## config.mk

```make
export PLATFORM = sky130hd
export DESIGN_NAME = pipeline_hazard_ctrl
export DESIGN_NICKNAME = d
export VERILOG_FILES = /design/src/rtl/pipeline_hazard_ctrl.sv
export SDC_FILE = /design/constraint.sdc
export NUM_CORES = 1
export LEC_CHECK = 0
export CORE_MARGIN = 5
export CORE_UTILIZATION = 31
export CTS_CLUSTER_DIAMETER = 40
export CTS_CLUSTER_SIZE = 40
export DETAILED_ROUTE_END_ITERATION = 12
export GPL_TIMING_DRIVEN = 0
export PLACE_DENSITY = 0.79
export SYNTH_ARGS = -nofsm -noshare
export SYNTH_HDL_FRONTEND = slang
export SYNTH_SLANG_ARGS = --single-unit
export TNS_END_PERCENT = 1
```

## constraint.sdc

```tcl
create_clock -name clk -period 2.4 [get_ports clk]
set_input_delay 0.48 -clock clk [delete_from_list [all_inputs] [get_ports clk]]
set_output_delay 0.48 -clock clk [all_outputs]
set_load 0.03 [all_outputs]
```

## src/rtl/pipeline_hazard_ctrl.sv

```systemverilog
// Stall/flush controller for the 5-stage pipeline: load-use, taken-branch and data-memory waits,
// plus a memory-wait watchdog. Optional perf counters are enabled by defining HAZ_PERF_CNT_EN.
module pipeline_hazard_ctrl #(
  parameter int unsigned REG_W       = 5,
  parameter int unsigned MEM_TIMEOUT = 16,
  parameter int unsigned CNT_W       = 32
) (
  input  logic             clk,
  input  logic             reset,
  input  logic [REG_W-1:0] id_rs_i,
  input  logic [REG_W-1:0] id_rt_i,
  input  logic             id_uses_rt_i,
  input  logic             idex_mem_read_i,
  input  logic [REG_W-1:0] idex_rt_i,
  input  logic             branch_taken_i,
  input  logic             exmem_mem_access_i,
  input  logic             mem_ready_i,
  output logic             pc_write_o,
  output logic             ifid_write_o,
  output logic             ifid_flush_o,
  output logic             idex_write_o,
  output logic             idex_bubble_o,
  output logic             exmem_write_o,
  output logic             memwb_bubble_o,
  output logic             mem_error_o,
  output logic [CNT_W-1:0] stall_cycles_o,
  output logic [CNT_W-1:0] flush_count_o
);

  localparam int unsigned WaitW = $clog2(MEM_TIMEOUT) + 1;
  localparam logic [WaitW-1:0] WaitLast = WaitW'(MEM_TIMEOUT - 1);

  typedef enum logic [1:0] {
    StRun,
    StMemWait,
    StErr
  } state_e;

  state_e           state_q, state_d;
  logic [WaitW-1:0] wait_cnt_q, wait_cnt_d;

  logic mem_stall;
  logic load_use;
  logic parked;

  assign mem_stall = exmem_mem_access_i & ~mem_ready_i;
  assign load_use  = idex_mem_read_i & (idex_rt_i != '0) &
                     ((idex_rt_i == id_rs_i) | (id_uses_rt_i & (idex_rt_i == id_rt_i)));
  assign parked    = reset | (state_q == StErr);

  // Branch and load-use are ignored while memory stalls; EX/ID are frozen so they are
  // seen again on the release cycle.
  always_comb begin
    pc_write_o     = 1'b1;
    ifid_write_o   = 1'b1;
    ifid_flush_o   = 1'b0;
    idex_write_o   = 1'b1;
    idex_bubble_o  = 1'b0;
    exmem_write_o  = 1'b1;
    memwb_bubble_o = 1'b0;
    if (parked) begin
      pc_write_o     = 1'b0;
      ifid_write_o   = 1'b0;
      idex_write_o   = 1'b0;
      exmem_write_o  = 1'b0;
      ifid_flush_o   = 1'b1;
      idex_bubble_o  = 1'b1;
      memwb_bubble_o = 1'b1;
    end else if (mem_stall) begin
      pc_write_o     = 1'b0;
      ifid_write_o   = 1'b0;
      idex_write_o   = 1'b0;
      exmem_write_o  = 1'b0;
      memwb_bubble_o = 1'b1;
    end else if (branch_taken_i) begin
      ifid_flush_o   = 1'b1;
      idex_bubble_o  = 1'b1;
    end else if (load_use) begin
      pc_write_o     = 1'b0;
      ifid_write_o   = 1'b0;
      idex_bubble_o  = 1'b1;
    end
  end

  always_comb begin
    state_d    = state_q;
    wait_cnt_d = wait_cnt_q;
    unique case (state_q)
      StRun: begin
        if (mem_stall) begin
          state_d    = StMemWait;
          wait_cnt_d = WaitW'(1);
        end
      end
      StMemWait: begin
        if (!mem_stall) begin
          state_d    = StRun;
          wait_cnt_d = '0;
        end else if (wait_cnt_q == WaitLast) begin
          state_d    = StErr;
        end else begin
          wait_cnt_d = wait_cnt_q + WaitW'(1);
        end
      end
      StErr: state_d = StErr;
      default: begin
        state_d    = StRun;
        wait_cnt_d = '0;
      end
    endcase
  end

  always_ff @(posedge clk) begin
    if (reset) begin
      state_q    <= StRun;
      wait_cnt_q <= '0;
    end else begin
      state_q    <= state_d;
      wait_cnt_q <= wait_cnt_d;
    end
  end

  assign mem_error_o = (state_q == StErr);

`ifdef HAZ_PERF_CNT_EN
  logic [CNT_W-1:0] stall_cycles_q, flush_count_q;
  logic             count_stall, count_flush;

  assign count_stall = (mem_stall | load_use) & ~parked;
  assign count_flush = branch_taken_i & ~mem_stall & ~parked;

  // Both counters saturate at all-ones.
  always_ff @(posedge clk) begin
    if (reset) begin
      stall_cycles_q <= '0;
      flush_count_q  <= '0;
    end else begin
      if (count_stall && (stall_cycles_q != '1)) stall_cycles_q <= stall_cycles_q + CNT_W'(1);
      if (count_flush && (flush_count_q != '1))  flush_count_q  <= flush_count_q + CNT_W'(1);
    end
  end

  assign stall_cycles_o = stall_cycles_q;
  assign flush_count_o  = flush_count_q;
`else
  assign stall_cycles_o = '0;
  assign flush_count_o  = '0;
`endif

endmodule

```

==> results.md <==
* VDD IR max at 0.250 mV
* Post-synth cell types at 29
* Nets at 254
* Worst Setup Path Type: primary input to output port
* Top-area cell type share of the netlist area at 47.3%
* Clk buf depth at 2
* Clk_lat worst skew at 260 ps
* Post-synth EDFFs at 0
* Nature of the critical path startpoint: primary input
* H-tree lvl count at 1
* Largest stage delay, worst path at 470 ps
* Max_cap viols at 0
* Leading area contributor after synthesis: buf_4
* Mapped cell area at 1050 µm²
* Placeable core area at 3310 µm²
* Clock sinks at 7
* Crit-path slowest cell: clkdlybuf4s50_1
* Antenna cells at 0
* Min Tclk post-route at 2290 ps
* CTS tree: built
* Fmax at 437 MHz
* Final setup viols at 0
* Clock power share at 20.1%
* Number of global-route vias before repair at 843
* Setup TNS at 0 ps
* RD Place Congestion at 0.798
* Crit-path leading delay family: buffers and inverters
* Synth Flop Type: dfxtp_1
* Ports at 94
* Rows at 21
* Count leader, synth: buf_4
* Mapped Avg Cell Area at 7.82 µm²
* Initial antenna violation count at 0
* RSZ-0062 raised after global routing: false
* Port buffer count at 28
* Slew Viols, Final at 0
* CP cell instances: clkdlybuf4s50_1 > nand2b_1 > nand2_1 > inv_1 > buf_4 > dlygate4sd2_1
* Critical path endpoint category: output port
* CTS Hold Bufs at 0
* Post-route ant nets at 0
* Gate power share at 58.0%
* Post-Route Utilization at 49.2%
* Synth top area cells: buf_4 (47%), dfxtp_1 (13%), xor2_1 (7.5%)
* Synth Instances at 134
* Via count at 928
* DRC errors left at 0
* Drt first pass iters at 4
* Worst path required time at 1920 ps
* DR WL/cell at 8.79 µm
* Asr flop ratio synth at 0%
* Synthesis warning total at 0
* CTS root buffer: clkbuf_4
* Top cells by count, synth: buf_4 (66), xor2_1 (9), dfxtp_1 (7), nor2_1 (6)
* Gr ovfl total at 0
* Switching Share at 45.4%
* Status: completed
* Worst Hold Class: flop to flop
* Seq/Total Area, Yosys at 13.4%
* Die Y at 68.2 µm
* Final period util at 95.3%
* Overall routed net length at 2420 µm
* Psw at 251 µW
* Width of the die at 68.2 µm
* Synth Register Bits at 7
* Crit path buffers/inverters at 4
* Vias per cell at 3.37
* Initial DRC Count at 13
* Sequential cell fraction of total power at 21.8%
* Clock Pin Slew Worst Setup and Hold Paths at 50 ps
* Leakage at 0.000943 µW
* First-pass GRT wire length at 3360 µm
* Cell Int Power at 303 µW
* GRT Total Usage at 9.50%
* Share of layout cells above drive strength 1 at 36.2%
* Clk_skew at 2.02 ps
* Detailed placement HPWL at 2190 µm
* Non-Filler Instances at 275
* Die ar. at 4650 µm²
* Final hold violations at 0
* CTS buffer count at 3
* Worst endpoint data arrival time at 1810 ps
* Initial core utilization at 31.7%
* Area Growth Syn to Fin at 55.4%
* Largest net degree at the start of global routing at 11
* Placed cells at 271
* Pwr dens at 340 nW/µm²
* Max Fanout on Critical Path at 5
==> power by group through the flow <==
stage / clock network (µW) / registers (µW) / logic [µW]
4_1_cts: 116 / 121 / 318
3_3_place_gp: 0 / 123 / 323
2_1_floorplan: 0 / 123 / 265
3_5_place_dp: 0 / 124 / 325
6_report: 111 / 121 / 322
5_1_grt: 121 / 121 / 343
==> layout make-up <==
class | instances | area (µm²)
fill | 365 | 1680
timing repair buffer | 29 | 251
buffer | 69 | 503
clock buffer | 4 | 26.3
tap | 46 | 57.6
multi-input combinational | 118 | 643
inverter | 2 | 7.51
sequential | 7 | 140
==> stage by stage <==
step                hold WS [ps]  area (µm²)  power, µW  setup slack (ps)
floorplan                    415        1280        388               181
global placement             433        1620        447              -758
detailed placement           443        1620        449              -785
CTS                          454        1640        555              2.12
global route                 493        1630        586              6.31
finish                       457        1630        554               113
==> worst paths after layout <==
kind / startpoint / slack (ps) / end / cells after the start
max: mem_ready_i / 110 / idex_write_o / 6
min: state_q[1]$_SDFFE_PP0P_ / 460 / state_q[0]$_SDFFE_PP0P_ / 1
max reg2reg: wait_cnt_q[0]$_SDFFE_PP0P_ / 560 / wait_cnt_q[1]$_SDFFE_PP0P_ / 7
min reg2reg: state_q[1]$_SDFFE_PP0P_ / 460 / state_q[0]$_SDFFE_PP0P_ / 1
==> layout by cell type, fill, tap and decap left out, types with 2 or more instances in the layout <==
cell type | netlist | layout
clkbuf_4 | 0 | 3
clkbuf_2 | 0 | 5
a31oi_1 | 4 | 4
a21oi_1 | 2 | 2
clkdlybuf4s50_1 | 0 | 8
buf_4 | 66 | 66
nor3b_1 | 4 | 4
conb_1 | 1 | 64
xnor2_1 | 4 | 4
clkbuf_1 | 4 | 5
dfxtp_1 | 7 | 7
nor2_1 | 6 | 6
inv_1 | 2 | 2
buf_2 | 0 | 3
o21bai_1 | 2 | 2
xor2_1 | 9 | 8
nand2_1 | 4 | 4
dlygate4sd2_1 | 0 | 6
ha_1 | 2 | 2
nand2b_1 | 3 | 3
dlymetal6s2s_1 | 0 | 4
==> flip-flops by register name, summed over array words and instances (netlist names) <==
name        count
state_q         2
wait_cnt_q      5
==> metal layers <==
layer	routed length [µm]	GRT usage [%]	vias up
met1	807	9.56	374
li1	-	-	495
met5	0	0	-
met2	1280	17.3	51
met4	93	5.21	0
met3	238	2.79	8
==> cells by family (layout without fill, tap and decap cells) <==
| family | count (synthesis) | after routing | synth area share, % |
|---|---|---|---|
| buf+inv | 72 | 104 | 49.4 |
| simple gates | 25 | 25 | 13.7 |
| xor+xnor | 13 | 13 | 10.9 |
| compound gates | 12 | 12 | 7.88 |
| flops | 7 | 7 | 13.4 |
| fa+ha+maj | 2 | 2 | 2.39 |
| mux | 2 | 2 | 2.03 |
| other cells | 1 | 64 | 0.358 |
==> what timing repair did <==
item / 4_1_cts / 5_1_grt
setup endpoints to repair: 7 / 3
gates resized for setup: 36 / 16
setup buffers: 1 / 0
pin swaps: 4 / 7
No activity file was read; power rests on OpenSTA's default activity.
